<file path="src/rtl/core_pkg.sv">
// Shared encodings for the RV32 decode stage: opcodes, control field encodings,
// the trap machine states and the execute-stage control bundle.
package core_pkg;

  localparam logic [6:0] OP_LOAD   = 7'b0000011;
  localparam logic [6:0] OP_STORE  = 7'b0100011;
  localparam logic [6:0] OP_RTYPE  = 7'b0110011;
  localparam logic [6:0] OP_IALU   = 7'b0010011;
  localparam logic [6:0] OP_BRANCH = 7'b1100011;
  localparam logic [6:0] OP_LUI    = 7'b0110111;

  localparam logic [1:0] IMM_I = 2'b00;
  localparam logic [1:0] IMM_S = 2'b01;
  localparam logic [1:0] IMM_B = 2'b10;
  localparam logic [1:0] IMM_U = 2'b11;

  localparam logic [2:0] ALU_ADD = 3'b000;
  localparam logic [2:0] ALU_SUB = 3'b001;
  localparam logic [2:0] ALU_AND = 3'b010;
  localparam logic [2:0] ALU_OR  = 3'b011;
  localparam logic [2:0] ALU_SLT = 3'b101;

  localparam logic [1:0] RES_ALU = 2'b00;
  localparam logic [1:0] RES_MEM = 2'b01;
  localparam logic [1:0] RES_IMM = 2'b11;

  typedef enum logic {
    RUN  = 1'b0,
    TRAP = 1'b1
  } state_e;

  typedef struct packed {
    logic       regWrite;
    logic       memWrite;
    logic       branch;
    logic       aluSrc;
    logic [1:0] resultSrc;
    logic [2:0] aluControl;
  } ctrl_t;

endpackage

</file>
<file path="src/rtl/main_alu_decoder.sv">
// Combinational main + ALU decoder: instruction word to immediate format,
// execute-stage control bundle and an illegal-instruction flag.
module main_alu_decoder
  import core_pkg::*;
(
  input  logic [31:0] instr_i,
  output logic [1:0]  immSrc_o,
  output ctrl_t       ctrl_o,
  output logic        illegal_o
);

  logic [6:0] opcode;
  logic [2:0] funct3;
  logic [2:0] aluCtl;
  logic       aluIllegal;

  assign opcode = instr_i[6:0];
  assign funct3 = instr_i[14:12];

  // Subtract is only selected by funct7[5] on register-register ops; addi ignores it.
  always_comb begin
    aluCtl     = ALU_ADD;
    aluIllegal = 1'b0;
    case (funct3)
      3'b000:  aluCtl = ((opcode == OP_RTYPE) && instr_i[30]) ? ALU_SUB : ALU_ADD;
      3'b010:  aluCtl = ALU_SLT;
      3'b110:  aluCtl = ALU_OR;
      3'b111:  aluCtl = ALU_AND;
      default: aluIllegal = 1'b1;
    endcase
  end

  always_comb begin
    immSrc_o  = IMM_I;
    ctrl_o    = '0;
    illegal_o = 1'b0;
    case (opcode)
      OP_LOAD: begin
        ctrl_o.regWrite   = 1'b1;
        ctrl_o.aluSrc     = 1'b1;
        ctrl_o.resultSrc  = RES_MEM;
        ctrl_o.aluControl = ALU_ADD;
      end
      OP_STORE: begin
        immSrc_o          = IMM_S;
        ctrl_o.memWrite   = 1'b1;
        ctrl_o.aluSrc     = 1'b1;
        ctrl_o.aluControl = ALU_ADD;
      end
      OP_RTYPE: begin
        if (aluIllegal) begin
          illegal_o = 1'b1;
        end else begin
          ctrl_o.regWrite   = 1'b1;
          ctrl_o.aluControl = aluCtl;
        end
      end
      OP_IALU: begin
        if (aluIllegal) begin
          illegal_o = 1'b1;
        end else begin
          ctrl_o.regWrite   = 1'b1;
          ctrl_o.aluSrc     = 1'b1;
          ctrl_o.aluControl = aluCtl;
        end
      end
      OP_BRANCH: begin
        // The extender format follows the opcode alone, even for an unsupported funct3.
        immSrc_o = IMM_B;
        if (funct3 != 3'b000) begin
          illegal_o = 1'b1;
        end else begin
          ctrl_o.branch     = 1'b1;
          ctrl_o.aluControl = ALU_SUB;
        end
      end
      OP_LUI: begin
        immSrc_o         = IMM_U;
        ctrl_o.regWrite  = 1'b1;
        ctrl_o.resultSrc = RES_IMM;
      end
      default: illegal_o = 1'b1;
    endcase
  end

endmodule

</file>
<file path="src/rtl/decode_ctrl.sv">
// Decode-stage controller: drives ImmSrcD, registers the ID/EX control bundle
// under stall/flush, and runs the RUN/TRAP machine with a saturating illegal counter.
module decode_ctrl
  import core_pkg::*;
#(
  parameter int CNT_W = 8
) (
  input  logic             clk,
  input  logic             rst_n,
  input  logic [31:0]      InstrD,
  input  logic             ValidD,
  input  logic             StallE,
  input  logic             FlushE,
  input  logic             TrapClr,
  output logic [1:0]       ImmSrcD,
  output logic             RegWriteE,
  output logic             MemWriteE,
  output logic             BranchE,
  output logic             ALUSrcE,
  output logic [1:0]       ResultSrcE,
  output logic [2:0]       ALUControlE,
  output logic             ValidE,
  output logic             IllegalE,
  output logic             Halted,
  output logic [CNT_W-1:0] IllegalCnt
);

  ctrl_t            decCtrl;
  logic             decIllegal;
  ctrl_t            ctrl_q, ctrl_d;
  logic             valid_q, valid_d;
  logic             illegal_q, illegal_d;
  logic [CNT_W-1:0] cnt_q, cnt_d;
  state_e           state_q, state_d;

  main_alu_decoder u_dec (
    .instr_i   (InstrD),
    .immSrc_o  (ImmSrcD),
    .ctrl_o    (decCtrl),
    .illegal_o (decIllegal)
  );

  // Flush beats stall; a plain stall freezes everything except a trap clear,
  // and a clear at the same edge as an illegal capture leaves the machine in RUN.
  always_comb begin
    ctrl_d    = ctrl_q;
    valid_d   = valid_q;
    illegal_d = illegal_q;
    cnt_d     = cnt_q;
    state_d   = state_q;
    if (FlushE) begin
      ctrl_d    = '0;
      valid_d   = 1'b0;
      illegal_d = 1'b0;
    end else if (!StallE) begin
      ctrl_d    = '0;
      valid_d   = 1'b0;
      illegal_d = 1'b0;
      if (ValidD && (state_q == RUN)) begin
        valid_d = 1'b1;
        if (decIllegal) begin
          illegal_d = 1'b1;
          state_d   = TRAP;
          if (cnt_q != '1) cnt_d = cnt_q + 1'b1;
        end else begin
          ctrl_d = decCtrl;
        end
      end
    end
    if (TrapClr) state_d = RUN;
  end

  always_ff @(posedge clk) begin
    if (!rst_n) begin
      ctrl_q    <= '0;
      valid_q   <= 1'b0;
      illegal_q <= 1'b0;
      cnt_q     <= '0;
      state_q   <= RUN;
    end else begin
      ctrl_q    <= ctrl_d;
      valid_q   <= valid_d;
      illegal_q <= illegal_d;
      cnt_q     <= cnt_d;
      state_q   <= state_d;
    end
  end

  assign RegWriteE   = ctrl_q.regWrite;
  assign MemWriteE   = ctrl_q.memWrite;
  assign BranchE     = ctrl_q.branch;
  assign ALUSrcE     = ctrl_q.aluSrc;
  assign ResultSrcE  = ctrl_q.resultSrc;
  assign ALUControlE = ctrl_q.aluControl;
  assign ValidE      = valid_q;
  assign IllegalE    = illegal_q;
  assign Halted      = (state_q == TRAP);
  assign IllegalCnt  = cnt_q;

endmodule

</file>
<file path="config.mk">
export PLATFORM = sky130hd
export DESIGN_NAME = decode_ctrl
export DESIGN_NICKNAME = d
export VERILOG_FILES = /design/src/rtl/core_pkg.sv /design/src/rtl/main_alu_decoder.sv /design/src/rtl/decode_ctrl.sv
export SDC_FILE = /design/constraint.sdc
export NUM_CORES = 1
export LEC_CHECK = 0
export ABC_AREA = 1
export CAP_MARGIN = 20
export CORE_ASPECT_RATIO = 0.9
export CORE_MARGIN = 5
export CORE_UTILIZATION = 42
export DETAILED_ROUTE_END_ITERATION = 10
export PLACE_DENSITY = 0.85
export SYNTH_ARGS = -nofsm -noshare
export SYNTH_HDL_FRONTEND = slang
export SYNTH_HIERARCHICAL = 1
export SYNTH_SLANG_ARGS = --single-unit
</file>
<file path="constraint.sdc">
create_clock -name clk -period 4.4 [get_ports clk]
set_input_delay 0.88 -clock clk [delete_from_list [all_inputs] [get_ports clk]]
set_output_delay 0.88 -clock clk [all_outputs]
set_load 0.1 [all_outputs]
</file>
==> flow_summary.html, run 1 <==
<table>
<tr><th>Metric</th><th>Value</th></tr>
<tr><th colspan="2">Route</th></tr>
<tr><td>Routed WL</td><td>2560 µm</td></tr>
<tr><td>Via count of the routed design</td><td>1222</td></tr>
<tr><td>Number of vias per cell after detailed routing</td><td>4.81</td></tr>
<tr><td>DRC violations left</td><td>0</td></tr>
<tr><td>DR pass1 iterations</td><td>4</td></tr>
<tr><td>Starting DRC count in detailed routing</td><td>24</td></tr>
<tr><td>Detail Route Antenna Nets</td><td>0</td></tr>
<tr><td>Routed WL per cell</td><td>10.1 µm</td></tr>
<tr><th colspan="2">Synth</th></tr>
<tr><td>Number of cells produced by synthesis</td><td>188</td></tr>
<tr><td>Sequential-to-total area share from yosys stat</td><td>0.352</td></tr>
<tr><td>Synth Net Count</td><td>227</td></tr>
<tr><td>Post-Synth XOR/XNOR Area</td><td>0.00771</td></tr>
<tr><td>Number of warnings reported in the yosys synthesis log</td><td>6</td></tr>
<tr><td>Syn avg cell area</td><td>6.04 µm²</td></tr>
<tr><td>Adder-cell area share of the yosys netlist</td><td>0.0110</td></tr>
<tr><td>Number of different library cells in the post-synthesis netlist</td><td>21</td></tr>
<tr><td>Compound-gate portion of the synthesized area</td><td>0.0837</td></tr>
<tr><td>Portion of netlist area occupied by mux cells</td><td>0</td></tr>
<tr><td>Synthesized-area fraction occupied by and/or/nand/nor cells</td><td>0.452</td></tr>
<tr><td>Largest family of logic cells by synthesized area</td><td>simple AND/OR/NAND/NOR gates</td></tr>
<tr><td>Number of flip-flops and latches in the synthesized netlist</td><td>20</td></tr>
<tr><td>Area of the mapped netlist</td><td>0.00114 mm²</td></tr>
<tr><th colspan="2">Outcome</th></tr>
<tr><td>Result of the run</td><td>completed</td></tr>
<tr><th colspan="2">Min path</th></tr>
<tr><td>Number of cells on the worst hold path</td><td>2</td></tr>
<tr><td>Min-delay src</td><td>MemWriteE</td></tr>
<tr><td>Path category of the worst min-delay check</td><td>reg -&gt; reg</td></tr>
<tr><td>Hold worst-path end</td><td>MemWriteE</td></tr>
<tr><th colspan="2">Global route</th></tr>
<tr><td>Antenna violations before repair</td><td>0</td></tr>
<tr><td>Via count of the first global-routing pass</td><td>1013</td></tr>
<tr><td>Remaining global-route overflow</td><td>0</td></tr>
<tr><td>Total routing usage reported by global routing</td><td>0.139</td></tr>
<tr><td>Maximum number of pins on one net before global-route repair</td><td>13</td></tr>
<tr><td>Wire length of the first global-routing pass</td><td>4280 µm</td></tr>
<tr><th colspan="2">CTS</th></tr>
<tr><td>Buffer depth of the longest clock path</td><td>2</td></tr>
<tr><td>Resized cells post-CTS</td><td>0</td></tr>
<tr><td>Post-CTS setup buffer count</td><td>0</td></tr>
<tr><td>Clk Latency, worst-skew pair</td><td>300 ps</td></tr>
<tr><td>CTS Sinks</td><td>20</td></tr>
<tr><td>Number of clock buffers inserted by TritonCTS</td><td>3</td></tr>
<tr><td>CTS Root Cell</td><td>clkbuf_4</td></tr>
<tr><td>Post-cts hold buffer count</td><td>0</td></tr>
<tr><td>TritonCTS clock tree</td><td>built</td></tr>
<tr><td>H-tree depth</td><td>1</td></tr>
<tr><td>Clock input transition at the sequential cells of the worst setup and hold paths</td><td>110 ps</td></tr>
<tr><th colspan="2">Critical path</th></tr>
<tr><td>Kind of start point of the critical path</td><td>input port</td></tr>
<tr><td>R2r startpoint</td><td>IllegalCnt[0]</td></tr>
<tr><td>R2R cell count</td><td>8</td></tr>
<tr><td>Data required time of the critical path</td><td>3520 ps</td></tr>
<tr><td>Arrival time of data at the critical path endpoint</td><td>2220 ps</td></tr>
<tr><td>CP Capture Type</td><td>output pin</td></tr>
<tr><td>Slack of the worst reg-to-reg path</td><td>2980 ps</td></tr>
<tr><td>Critical Setup Path Class</td><td>in -&gt; out</td></tr>
<tr><td>Worst Path Max Fanout</td><td>5</td></tr>
<tr><td>FF-to-FF End</td><td>IllegalCnt[1]</td></tr>
<tr><th colspan="2">Die</th></tr>
<tr><td>Core Rows</td><td>17</td></tr>
<tr><td>Die area</td><td>0.00385 mm²</td></tr>
<tr><td>Starting utilization of the core area</td><td>0.449</td></tr>
<tr><td>Top-level port count</td><td>60</td></tr>
<tr><td>Overall die width</td><td>64.8 µm</td></tr>
<tr><td>Core region area</td><td>0.00253 mm²</td></tr>
<tr><td>Die boundary height</td><td>59.3 µm</td></tr>
<tr><th colspan="2">STA</th></tr>
<tr><td>Setup Total Neg Slack</td><td>0 ps</td></tr>
<tr><td>Pins over their slew limit</td><td>0</td></tr>
<tr><td>Final cycle utilization of the critical path</td><td>0.704</td></tr>
<tr><td>Slew of the pin with the lowest slew margin</td><td>975 ps</td></tr>
<tr><td>Setup repair after global routing missed its margin</td><td>false</td></tr>
<tr><td>Crit path setup slack, layout</td><td>1300 ps</td></tr>
<tr><td>Relative slew margins</td><td>0.348</td></tr>
<tr><td>Final Hold Vio Count</td><td>0</td></tr>
<tr><td>Final count of negative-setup-slack endpoints</td><td>0</td></tr>
<tr><td>Period minus WS final</td><td>3100 ps</td></tr>
<tr><td>Clock tree skew after final layout</td><td>4.47 ps</td></tr>
<tr><td>Max Fclk</td><td>0.323 GHz</td></tr>
<tr><th colspan="2">Finish</th></tr>
<tr><td>Layout Cells excl Fill</td><td>254</td></tr>
<tr><td>Antenna Diode Count</td><td>0</td></tr>
<tr><td>Area growth from synthesis to layout</td><td>37.0%</td></tr>
<tr><td>Share of post-route cells with drive strength above 1</td><td>0.0664</td></tr>
<tr><td>Nets</td><td>267</td></tr>
<tr><th colspan="2">Place</th></tr>
<tr><td>Final weighted congestion in routability-driven placement</td><td>0.846</td></tr>
<tr><td>Port bufs</td><td>38</td></tr>
<tr><td>Placed Cells</td><td>251</td></tr>
<tr><td>Post-placement worst setup slack</td><td>1300 ps</td></tr>
<tr><td>Post-DP HPWL</td><td>2040 µm</td></tr>
<tr><th colspan="2">Flow run</th></tr>
<tr><td>Max Cap Violations</td><td>0</td></tr>
<tr><th colspan="2">Power and ir drop</th></tr>
<tr><td>Maximum vdd ir drop</td><td>0.208 mV</td></tr>
<tr><td>Final Power</td><td>0.355 mW</td></tr>
<tr><td>Static power due to leakage</td><td>0.640 nW</td></tr>
<tr><td>Pwr/cell area</td><td>228 mW/mm²</td></tr>
</table>
==> flip-flops by register name, indices dropped and copies added, names as in the netlist <==
name	cells
BranchE	1
RegWriteE	1
ALUSrcE	1
IllegalE	1
ValidE	1
ALUControlE	3
MemWriteE	1
IllegalCnt	8
ResultSrcE	2
Halted	1
==> cell type report <==
type / count / area, µm²
clock buffers: 3 / 22.5
fillers: 247 / 975
inverters: 25 / 93.8
multi-input cells: 140 / 629
flip-flops and latches: 20 / 400
well taps: 28 / 35.0
repair buffers: 38 / 375
==> metal layers <==
layer / GRT usage / vias up / part of all wire
met5: 0 / - / 0
li1: - / 665 / -
met2: 0.229 / 34 / 0.43
met1: 0.185 / 521 / 0.51
met4: 0.0271 / 0 / 0.0082
met3: 0.0342 / 2 / 0.051
==> worst max-delay path, cell delays in order <==
cell	delay, ps
clkdlybuf4s50_1	560
nand3_1	150
nor2_2	170
inv_1	80
o21ai_0	70
buf_4	310
==> Yosys cell counts, drive strengths merged <==
library cell	number	share of area
nand2	62	0.22
nor2	36	0.13
inv	25	0.083
dfxtp	20	0.35
nand3	15	0.066
a21oi	12	0.053
o21ai	7	0.031
nor3	3	0.018
clkbuf	2	0.0066
nand4	2	0.011
buf	1	0.0044
ha	1	0.011
nand3b	1	0.0066
xnor2	1	0.0077
==> cells in the final DEF (no fill, tap or decap) <==
cell	netlist	layout
buf_4	0	2
nor2_2	4	4
o21ai_1	1	1
nand2_2	2	2
nor3_2	1	1
o21ai_0	6	6
clkbuf_4	0	3
inv_2	1	1
nand4_1	2	2
xnor2_1	1	1
nor3_1	2	2
nor2_4	1	1
nand3b_1	1	1
inv_1	24	24
nand3_1	15	15
dfxtp_1	20	20
clkdlybuf4s50_1	0	36
nand2_4	1	1
nor2_1	31	31
ha_1	1	1
nand2_1	59	59
a21oi_1	12	12
==> cells by family after synthesis <==
logic type / after synthesis
and+or+nand+nor: 119
xor gates and xnor gates: 1
DFF: 20
adders and majority gates: 1
buffers and inverters: 28
AOI/OAI and AO/OA: 19
==> metrics by stage <==
stage,hold slack [ps],utilization,instance area (µm²)
global route,495,0.615,1560
detailed placement,457,0.606,1530
global placement,454,0.606,1530
floorplan,880,-,1140
finish,473,0.615,1560
CTS,473,0.615,1560
==> power by group <==
part	total, mW	internal (mW)	switching, mW	leakage [nW]
registers	0.189	0.185	0.00461	0.162
clock network	0.0849	0.0319	0.0530	0.0138
logic	0.0804	0.0275	0.0529	0.464
total	0.355	0.244	0.111	0.640
==> worst max-delay path by stage <==
stage	from	endpoint	slack (ps)	cells past startpoint
3_5_place_dp	InstrD[5]	ImmSrcD[0]	1300	6
3_3_place_gp	InstrD[5]	ImmSrcD[0]	1310	6
5_1_grt	InstrD[5]	ImmSrcD[0]	1170	6
2_1_floorplan	InstrD[2]	ImmSrcD[0]	310	3
4_1_cts	InstrD[5]	ImmSrcD[0]	1290	6
6_report	InstrD[5]	ImmSrcD[0]	1300	6
Note: power is estimated with default switching activity, not from simulation.
==> run 2: changes to the inputs <==
CORE_UTILIZATION = 35   (was 42)
PLACE_DENSITY = 0.76   (was 0.85)
clock period = 2.8 ns   (was 4.4 ns; I/O delays follow)
==> run 2 against run 1 <==
  * Critical path depth did not move
  * Sequential power rose by 57%
  * Core utilization fell by 11 points
  * Worst setup slack got worse by 890 ps
  * Clock skew fell by 1.8 ps
  * Largest cell class unchanged
  * First-iteration DRC count rose to 2.7 times the previous value
  * Global-route usage fell by 1.8 points
  * Critical path type unchanged
  * Register-to-register slack got worse by 1600 ps
  * Flip-flop and latch count did not move
  * Highest routed layer unchanged
  * Wire length rose by 3.4%
==> flow_summary.html, run 2 (synthesized netlist as in run 1, its figures left out) <==
<table>
<tr><th>Metric</th><th>Value</th></tr>
<tr><th colspan="2">Route</th></tr>
<tr><td>Number of vias per cell after detailed routing</td><td>4.53</td></tr>
<tr><td>DRC violations left</td><td>0</td></tr>
<tr><td>Routed WL</td><td>2650 µm</td></tr>
<tr><td>Via count of the routed design</td><td>1213</td></tr>
<tr><td>Starting DRC count in detailed routing</td><td>65</td></tr>
<tr><td>DR pass1 iterations</td><td>5</td></tr>
<tr><td>Detail Route Antenna Nets</td><td>0</td></tr>
<tr><td>Routed WL per cell</td><td>9.90 µm</td></tr>
<tr><th colspan="2">Flow run</th></tr>
<tr><td>Max Cap Violations</td><td>0</td></tr>
<tr><th colspan="2">Critical path</th></tr>
<tr><td>Worst path cell trace</td><td>clkdlybuf4s50_1, nand3_1, nor2_2, inv_1, o21ai_1, buf_12</td></tr>
<tr><td>Kind of start point of the critical path</td><td>input port</td></tr>
<tr><td>CP top delay family</td><td>buffers and inverters</td></tr>
<tr><td>Slack of the worst reg-to-reg path</td><td>1390 ps</td></tr>
<tr><td>Cell with the largest stage delay on the worst path</td><td>clkdlybuf4s50_1</td></tr>
<tr><td>Arrival time of data at the critical path endpoint</td><td>1830 ps</td></tr>
<tr><td>Worst Path Max Fanout</td><td>5</td></tr>
<tr><td>Peak per-stage delay on the critical path</td><td>540 ps</td></tr>
<tr><td>Data required time of the critical path</td><td>2240 ps</td></tr>
<tr><td>Critical path buffers and inverters</td><td>3</td></tr>
<tr><td>Critical Setup Path Class</td><td>in -&gt; out</td></tr>
<tr><td>CP Capture Type</td><td>output pin</td></tr>
<tr><th colspan="2">Die</th></tr>
<tr><td>Die boundary height</td><td>64.1 µm</td></tr>
<tr><td>Core Rows</td><td>19</td></tr>
<tr><td>Core region area</td><td>0.00309 mm²</td></tr>
<tr><td>Overall die width</td><td>70.1 µm</td></tr>
<tr><td>Top-level port count</td><td>60</td></tr>
<tr><td>Die area</td><td>0.00449 mm²</td></tr>
<tr><td>Starting utilization of the core area</td><td>0.368</td></tr>
<tr><th colspan="2">Finish</th></tr>
<tr><td>Antenna Diode Count</td><td>0</td></tr>
<tr><td>Top library cells by usage in the layout, fill and taps aside</td><td>nand2_1 (59), nor2_1 (31), inv_1 (24), dfxtp_1 (20), buf_4 (20)</td></tr>
<tr><td>Share of the core filled with cells in the final layout</td><td>0.501</td></tr>
<tr><td>Area growth from synthesis to layout</td><td>36.3%</td></tr>
<tr><td>Leading cell type in the layout, fill and taps excluded</td><td>nand2_1</td></tr>
<tr><td>Share of post-route cells with drive strength above 1</td><td>0.155</td></tr>
<tr><td>Fill cell total of the finished layout</td><td>327</td></tr>
<tr><td>Max reg flops</td><td>8</td></tr>
<tr><td>Nets</td><td>267</td></tr>
<tr><th colspan="2">Power and ir drop</th></tr>
<tr><td>Pwr/cell area</td><td>356 mW/mm²</td></tr>
<tr><td>Static power due to leakage</td><td>0.685 nW</td></tr>
<tr><td>Final Power</td><td>0.552 mW</td></tr>
<tr><td>Maximum vdd ir drop</td><td>0.253 mV</td></tr>
<tr><th colspan="2">Global route</th></tr>
<tr><td>Via count of the first global-routing pass</td><td>1077</td></tr>
<tr><td>Remaining global-route overflow</td><td>0</td></tr>
<tr><td>Maximum number of pins on one net before global-route repair</td><td>13</td></tr>
<tr><td>Total routing usage reported by global routing</td><td>0.121</td></tr>
<tr><td>Antenna violations before repair</td><td>0</td></tr>
<tr><td>Wire length of the first global-routing pass</td><td>4540 µm</td></tr>
<tr><th colspan="2">CTS</th></tr>
<tr><td>TritonCTS clock tree</td><td>built</td></tr>
<tr><td>Buffer depth of the longest clock path</td><td>2</td></tr>
<tr><td>CTS Root Cell</td><td>clkbuf_4</td></tr>
<tr><td>H-tree depth</td><td>1</td></tr>
<tr><td>Clk Latency, worst-skew pair</td><td>290 ps</td></tr>
<tr><td>Resized cells post-CTS</td><td>0</td></tr>
<tr><td>Post-cts hold buffer count</td><td>0</td></tr>
<tr><td>Number of clock buffers inserted by TritonCTS</td><td>3</td></tr>
<tr><td>Clock input transition at the sequential cells of the worst setup and hold paths</td><td>100 ps</td></tr>
<tr><td>CTS Sinks</td><td>20</td></tr>
<tr><td>Post-CTS setup buffer count</td><td>0</td></tr>
<tr><th colspan="2">STA</th></tr>
<tr><td>Slew of the pin with the lowest slew margin</td><td>418 ps</td></tr>
<tr><td>Final count of negative-setup-slack endpoints</td><td>0</td></tr>
<tr><td>Final Hold Vio Count</td><td>0</td></tr>
<tr><td>Crit path setup slack, layout</td><td>408 ps</td></tr>
<tr><td>Period minus WS final</td><td>2390 ps</td></tr>
<tr><td>Final cycle utilization of the critical path</td><td>0.854</td></tr>
<tr><td>Relative slew margins</td><td>0.721</td></tr>
<tr><td>Setup repair after global routing missed its margin</td><td>false</td></tr>
<tr><td>Max Fclk</td><td>0.418 GHz</td></tr>
<tr><td>Setup Total Neg Slack</td><td>0 ps</td></tr>
<tr><td>Pins over their slew limit</td><td>0</td></tr>
<tr><td>Clock tree skew after final layout</td><td>2.71 ps</td></tr>
<tr><th colspan="2">Place</th></tr>
<tr><td>Post-DP HPWL</td><td>2180 µm</td></tr>
<tr><td>Final weighted congestion in routability-driven placement</td><td>0.793</td></tr>
<tr><td>Post-placement worst setup slack</td><td>381 ps</td></tr>
<tr><td>Port bufs</td><td>38</td></tr>
<tr><th colspan="2">Outcome</th></tr>
<tr><td>Result of the run</td><td>completed</td></tr>
<tr><th colspan="2">Min path</th></tr>
<tr><td>Path category of the worst min-delay check</td><td>reg -&gt; reg</td></tr>
</table>
## run 2: cell types whose count changed in the layout (fill, tap and decap cells not counted)
cell	change
o21ai_0	-1
o21ai_1	+1
buf_4	+18
buf_12	+2
clkdlybuf4s50_1	-20
## run 2: final timing paths
kind	endpoint	start	cells after the start
max	ImmSrcD[0]	InstrD[5]	6
min	MemWriteE	MemWriteE	2
max reg2reg	IllegalCnt[2]	IllegalCnt[0]	8
min reg2reg	MemWriteE	MemWriteE	2
## run 2: per-stage QoR
step | instances | hold slack [ps] | area [µm²]
2_1_floorplan | 188 | 632 | 1140
3_3_place_gp | 265 | 451 | 1530
3_5_place_dp | 265 | 449 | 1530
4_1_cts | 268 | 464 | 1550
5_1_grt | 268 | 483 | 1550
6_report | 268 | 460 | 1550
## run 2: per-layer routing
layer | part of all wire | vias to the layer above | global-route usage
li1 | - | 662 | -
met1 | 0.47 | 521 | 0.154
met2 | 0.46 | 28 | 0.196
met3 | 0.057 | 2 | 0.0392
met4 | 0.011 | 0 | 0.0359
met5 | 0 | - | 0
## run 2: worst min-delay path, stage by stage (launching register included)
cell,delay (ps)
dfxtp_1,320
nand2_1,50
a21oi_1,50
## run 2: where the power goes
group	switching (mW)	total (mW)	internal, mW	leakage (nW)
clock	0.0789	0.129	0.0500	0.0138
sequential	0.00717	0.297	0.290	0.162
combinational	0.0834	0.125	0.0421	0.509
total	0.170	0.552	0.382	0.685
## run 2: cell type report
| cell class | count | area, µm² | share of cell area |
|---|---|---|---|
| multi-input cells | 140 | 629 | 0.406 |
| well taps | 42 | 52.6 | 0.0339 |
| flip-flops and latches | 20 | 400 | 0.258 |
| repair buffers | 38 | 350 | 0.226 |
| clock buffers | 3 | 22.5 | 0.0145 |
| inverters | 25 | 93.8 | 0.0606 |
==> run 3: changes to the inputs <==
--- a/config.mk
+++ b/config.mk
@@ -8,3 +8,2 @@
 export ABC_AREA = 1
-export CAP_MARGIN = 20
 export CORE_ASPECT_RATIO = 0.9
@@ -18 +17,2 @@
 export SYNTH_SLANG_ARGS = --single-unit
+export TNS_END_PERCENT = 50
==> constraint.sdc (replaced) <==
create_clock -name clk -period 2.8 [get_ports clk]
set_input_delay 0.84 -clock clk [delete_from_list [all_inputs] [get_ports clk]]
set_output_delay 0.84 -clock clk [all_outputs]
set_load 0.1 [all_outputs]
==> run 3 against run 2 <==
  * Clock power hardly changed
  * Combinational power rose by 9%
  * Via count is 8.0% higher
  * Non-clock buffer count rose by 23
  * Clock-buffer cell count did not move
  * Die area unchanged
  * Final area is 12% higher
  * Critical path depth up 1
  * Worst hold slack gained 0.98 ps
  * First-iteration DRC count is 18% lower
  * Largest power group unchanged
  * Highest routed layer unchanged
==> flow_summary.html, run 3 (synthesized netlist as in run 1, its figures left out) <==
<table>
<tr><th>Metric</th><th>Value</th></tr>
<tr><th colspan="2">Critical path</th></tr>
<tr><td>Arrival time of data at the critical path endpoint</td><td>1830 ps</td></tr>
<tr><td>Worst Path Max Fanout</td><td>4</td></tr>
<tr><td>R2r startpoint</td><td>IllegalCnt[0]</td></tr>
<tr><td>Startpoint of the most critical setup path</td><td>InstrD[6]</td></tr>
<tr><td>Critical Setup Path Class</td><td>in -&gt; out</td></tr>
<tr><td>FF-to-FF End</td><td>IllegalCnt[2]</td></tr>
<tr><td>Peak per-stage delay on the critical path</td><td>280 ps</td></tr>
<tr><td>R2R cell count</td><td>8</td></tr>
<tr><td>Critical path capture point</td><td>ImmSrcD[0]</td></tr>
<tr><td>CP Capture Type</td><td>output pin</td></tr>
<tr><td>Cell seen most often among critical-path stages</td><td>inv_1</td></tr>
<tr><td>Critical path buffers and inverters</td><td>4</td></tr>
<tr><td>Data required time of the critical path</td><td>1960 ps</td></tr>
<tr><td>Slack of the worst reg-to-reg path</td><td>1380 ps</td></tr>
<tr><td>Worst path cell trace</td><td>dlygate4sd2_1, inv_1, nand3_2, nor2_2, inv_1, o21ai_2, buf_12</td></tr>
<tr><td>Kind of start point of the critical path</td><td>input port</td></tr>
<tr><td>CP top delay family</td><td>buffers and inverters</td></tr>
<tr><td>Cell with the largest stage delay on the worst path</td><td>dlygate4sd2_1</td></tr>
<tr><td>Count of cell instances traversed by the critical path</td><td>7</td></tr>
<tr><th colspan="2">Place</th></tr>
<tr><td>Post-placement worst setup slack</td><td>-76.2 ps</td></tr>
<tr><td>Post-DP HPWL</td><td>2320 µm</td></tr>
<tr><td>Port bufs</td><td>38</td></tr>
<tr><td>Placed Cells</td><td>277</td></tr>
<tr><td>Final weighted congestion in routability-driven placement</td><td>0.790</td></tr>
<tr><th colspan="2">Finish</th></tr>
<tr><td>Layout Cells excl Fill</td><td>291</td></tr>
<tr><td>Max reg flops</td><td>8</td></tr>
<tr><td>Leading cell type in the layout, fill and taps excluded</td><td>nand2_1</td></tr>
<tr><td>Area growth from synthesis to layout</td><td>52.8%</td></tr>
<tr><td>Top library cells by usage in the layout, fill and taps aside</td><td>nand2_1 (58), buf_4 (43), nor2_1 (30), inv_1 (23), dfxtp_1 (20)</td></tr>
<tr><td>Antenna Diode Count</td><td>0</td></tr>
<tr><td>Fill cell total of the finished layout</td><td>309</td></tr>
<tr><td>Nets</td><td>290</td></tr>
<tr><td>Share of post-route cells with drive strength above 1</td><td>0.257</td></tr>
<tr><th colspan="2">STA</th></tr>
<tr><td>Final count of negative-setup-slack endpoints</td><td>0</td></tr>
<tr><td>Clock tree skew after final layout</td><td>2.81 ps</td></tr>
<tr><td>Period minus WS final</td><td>2670 ps</td></tr>
<tr><td>Final cycle utilization of the critical path</td><td>0.954</td></tr>
<tr><td>Setup repair after global routing missed its margin</td><td>false</td></tr>
<tr><td>Slew of the pin with the lowest slew margin</td><td>364 ps</td></tr>
<tr><td>Minimum hold slack</td><td>461 ps</td></tr>
<tr><td>Crit path setup slack, layout</td><td>128 ps</td></tr>
<tr><td>Pins over their slew limit</td><td>0</td></tr>
<tr><td>Setup Total Neg Slack</td><td>0 ps</td></tr>
<tr><td>Final Hold Vio Count</td><td>0</td></tr>
<tr><td>Relative slew margins</td><td>0.757</td></tr>
<tr><td>Max Fclk</td><td>0.374 GHz</td></tr>
<tr><th colspan="2">Power and ir drop</th></tr>
<tr><td>Proportion of power drawn by combinational gates</td><td>0.242</td></tr>
<tr><td>Pwr/cell area</td><td>325 mW/mm²</td></tr>
<tr><td>Net switching power</td><td>0.175 mW</td></tr>
<tr><td>Internal power component</td><td>0.388 mW</td></tr>
<tr><td>Maximum vdd ir drop</td><td>0.190 mV</td></tr>
<tr><td>Clock network fraction of design power</td><td>0.230</td></tr>
<tr><td>Fraction of power spent switching nets</td><td>0.312</td></tr>
<tr><td>Final Power</td><td>0.563 mW</td></tr>
<tr><td>Portion of total power attributed to sequential cells</td><td>0.528</td></tr>
<tr><td>Static power due to leakage</td><td>0.819 nW</td></tr>
<tr><th colspan="2">Min path</th></tr>
<tr><td>Path category of the worst min-delay check</td><td>reg -&gt; reg</td></tr>
<tr><th colspan="2">Global route</th></tr>
<tr><td>Remaining global-route overflow</td><td>0</td></tr>
<tr><td>Wire length of the first global-routing pass</td><td>5260 µm</td></tr>
<tr><td>Maximum number of pins on one net before global-route repair</td><td>12</td></tr>
<tr><td>Antenna violations before repair</td><td>0</td></tr>
<tr><td>Via count of the first global-routing pass</td><td>1210</td></tr>
<tr><td>Total routing usage reported by global routing</td><td>0.143</td></tr>
<tr><th colspan="2">Flow run</th></tr>
<tr><td>Max Cap Violations</td><td>0</td></tr>
<tr><th colspan="2">Route</th></tr>
<tr><td>DRC violations left</td><td>0</td></tr>
<tr><td>Detail Route Antenna Nets</td><td>0</td></tr>
<tr><td>Routed WL per cell</td><td>10.7 µm</td></tr>
<tr><td>Number of vias per cell after detailed routing</td><td>4.50</td></tr>
<tr><td>Via count of the routed design</td><td>1310</td></tr>
<tr><td>Starting DRC count in detailed routing</td><td>53</td></tr>
<tr><td>DR pass1 iterations</td><td>5</td></tr>
<tr><td>Routed WL</td><td>3110 µm</td></tr>
<tr><th colspan="2">Die</th></tr>
<tr><td>Top-level port count</td><td>60</td></tr>
<tr><td>Starting utilization of the core area</td><td>0.368</td></tr>
<tr><td>Core Rows</td><td>19</td></tr>
<tr><td>Core region area</td><td>0.00309 mm²</td></tr>
<tr><td>Die boundary height</td><td>64.1 µm</td></tr>
<tr><td>Overall die width</td><td>70.1 µm</td></tr>
<tr><td>Die area</td><td>0.00449 mm²</td></tr>
<tr><th colspan="2">CTS</th></tr>
<tr><td>CTS Sinks</td><td>20</td></tr>
<tr><td>Clock input transition at the sequential cells of the worst setup and hold paths</td><td>100 ps</td></tr>
<tr><td>CTS Root Cell</td><td>clkbuf_4</td></tr>
<tr><td>TritonCTS clock tree</td><td>built</td></tr>
<tr><td>Buffer depth of the longest clock path</td><td>2</td></tr>
<tr><td>H-tree depth</td><td>1</td></tr>
<tr><td>Number of clock buffers inserted by TritonCTS</td><td>3</td></tr>
<tr><td>Clk Latency, worst-skew pair</td><td>290 ps</td></tr>
<tr><th colspan="2">Outcome</th></tr>
<tr><td>Result of the run</td><td>completed</td></tr>
</table>
==> run 3: cell count changes in the layout (fill, tap and decap cells not counted), sizes merged <==
cell	delta
clkdlybuf4s50	-7
dlymetal6s2s	+1
buf	+23
dlygate4sd2	+6
==> run 3: worst register-to-register path, cell delays in order, from the launching register on <==
cell	delay, ps
dfxtp_1	420
ha_1	220
nand2_1	120
nor2_2	150
nand2_2	130
nand2_4	120
inv_2	50
nor2_1	80
nor2_1	40
==> run 3: per-layer routing <==
| layer | up-vias | track usage | part of all wire |
|---|---|---|---|
| met1 | 561 | 0.174 | 0.46 |
| met2 | 34 | 0.244 | 0.47 |
| li1 | 709 | - | - |
| met4 | 0 | 0.0502 | 0.023 |
| met3 | 6 | 0.0361 | 0.046 |
| met5 | - | 0 | 0 |
==> run 3: power by group through the flow <==
| stage | Clock [mW] | Combinational (mW) | Sequential, mW |
|---|---|---|---|
| detailed placement | 0 | 0.134 | 0.304 |
| finish | 0.130 | 0.136 | 0.297 |
| global placement | 0 | 0.132 | 0.304 |
| floorplan | 0 | 0.0425 | 0.344 |
| global route | 0.148 | 0.147 | 0.299 |
| CTS | 0.139 | 0.134 | 0.297 |
==> run 3: through the flow <==
step | utilization | instance area (µm²)
floorplan | - | 1140
global placement | 0.524 | 1620
detailed placement | 0.524 | 1620
CTS | 0.555 | 1720
global route | 0.562 | 1740
finish | 0.562 | 1740
==> run 3: final cells by class <==
type | count | area (µm²) | share of cell area
flip-flops and latches | 20 | 400 | 0.231
inverters | 25 | 93.8 | 0.0541
multi-input cells | 140 | 648 | 0.373
repair buffers | 61 | 518 | 0.298
clock buffers | 3 | 22.5 | 0.0130
well taps | 42 | 52.6 | 0.0303
==> run 3: worst min path at each step <==
| stage | start | endpoint | slack [ps] | cells after the start |
|---|---|---|---|---|
| CTS | MemWriteE | MemWriteE | 460 | 2 |
| finish | MemWriteE | MemWriteE | 460 | 2 |
| floorplan | MemWriteE | MemWriteE | 880 | 2 |
| detailed placement | MemWriteE | MemWriteE | 450 | 2 |
| global placement | MemWriteE | MemWriteE | 450 | 2 |
| global route | MemWriteE | MemWriteE | 490 | 2 |
==> run 3: what timing repair did <==
| item | in CTS | in global routing |
|---|---|---|
| pin swaps | 6 | 1 |
| setup buffers | 9 | 2 |
| hold buffers | 0 | 0 |
| resized for setup | 9 | 3 |
| endpoints found under the setup margin | 2 | 19 |
| cloned | 0 | 0 |
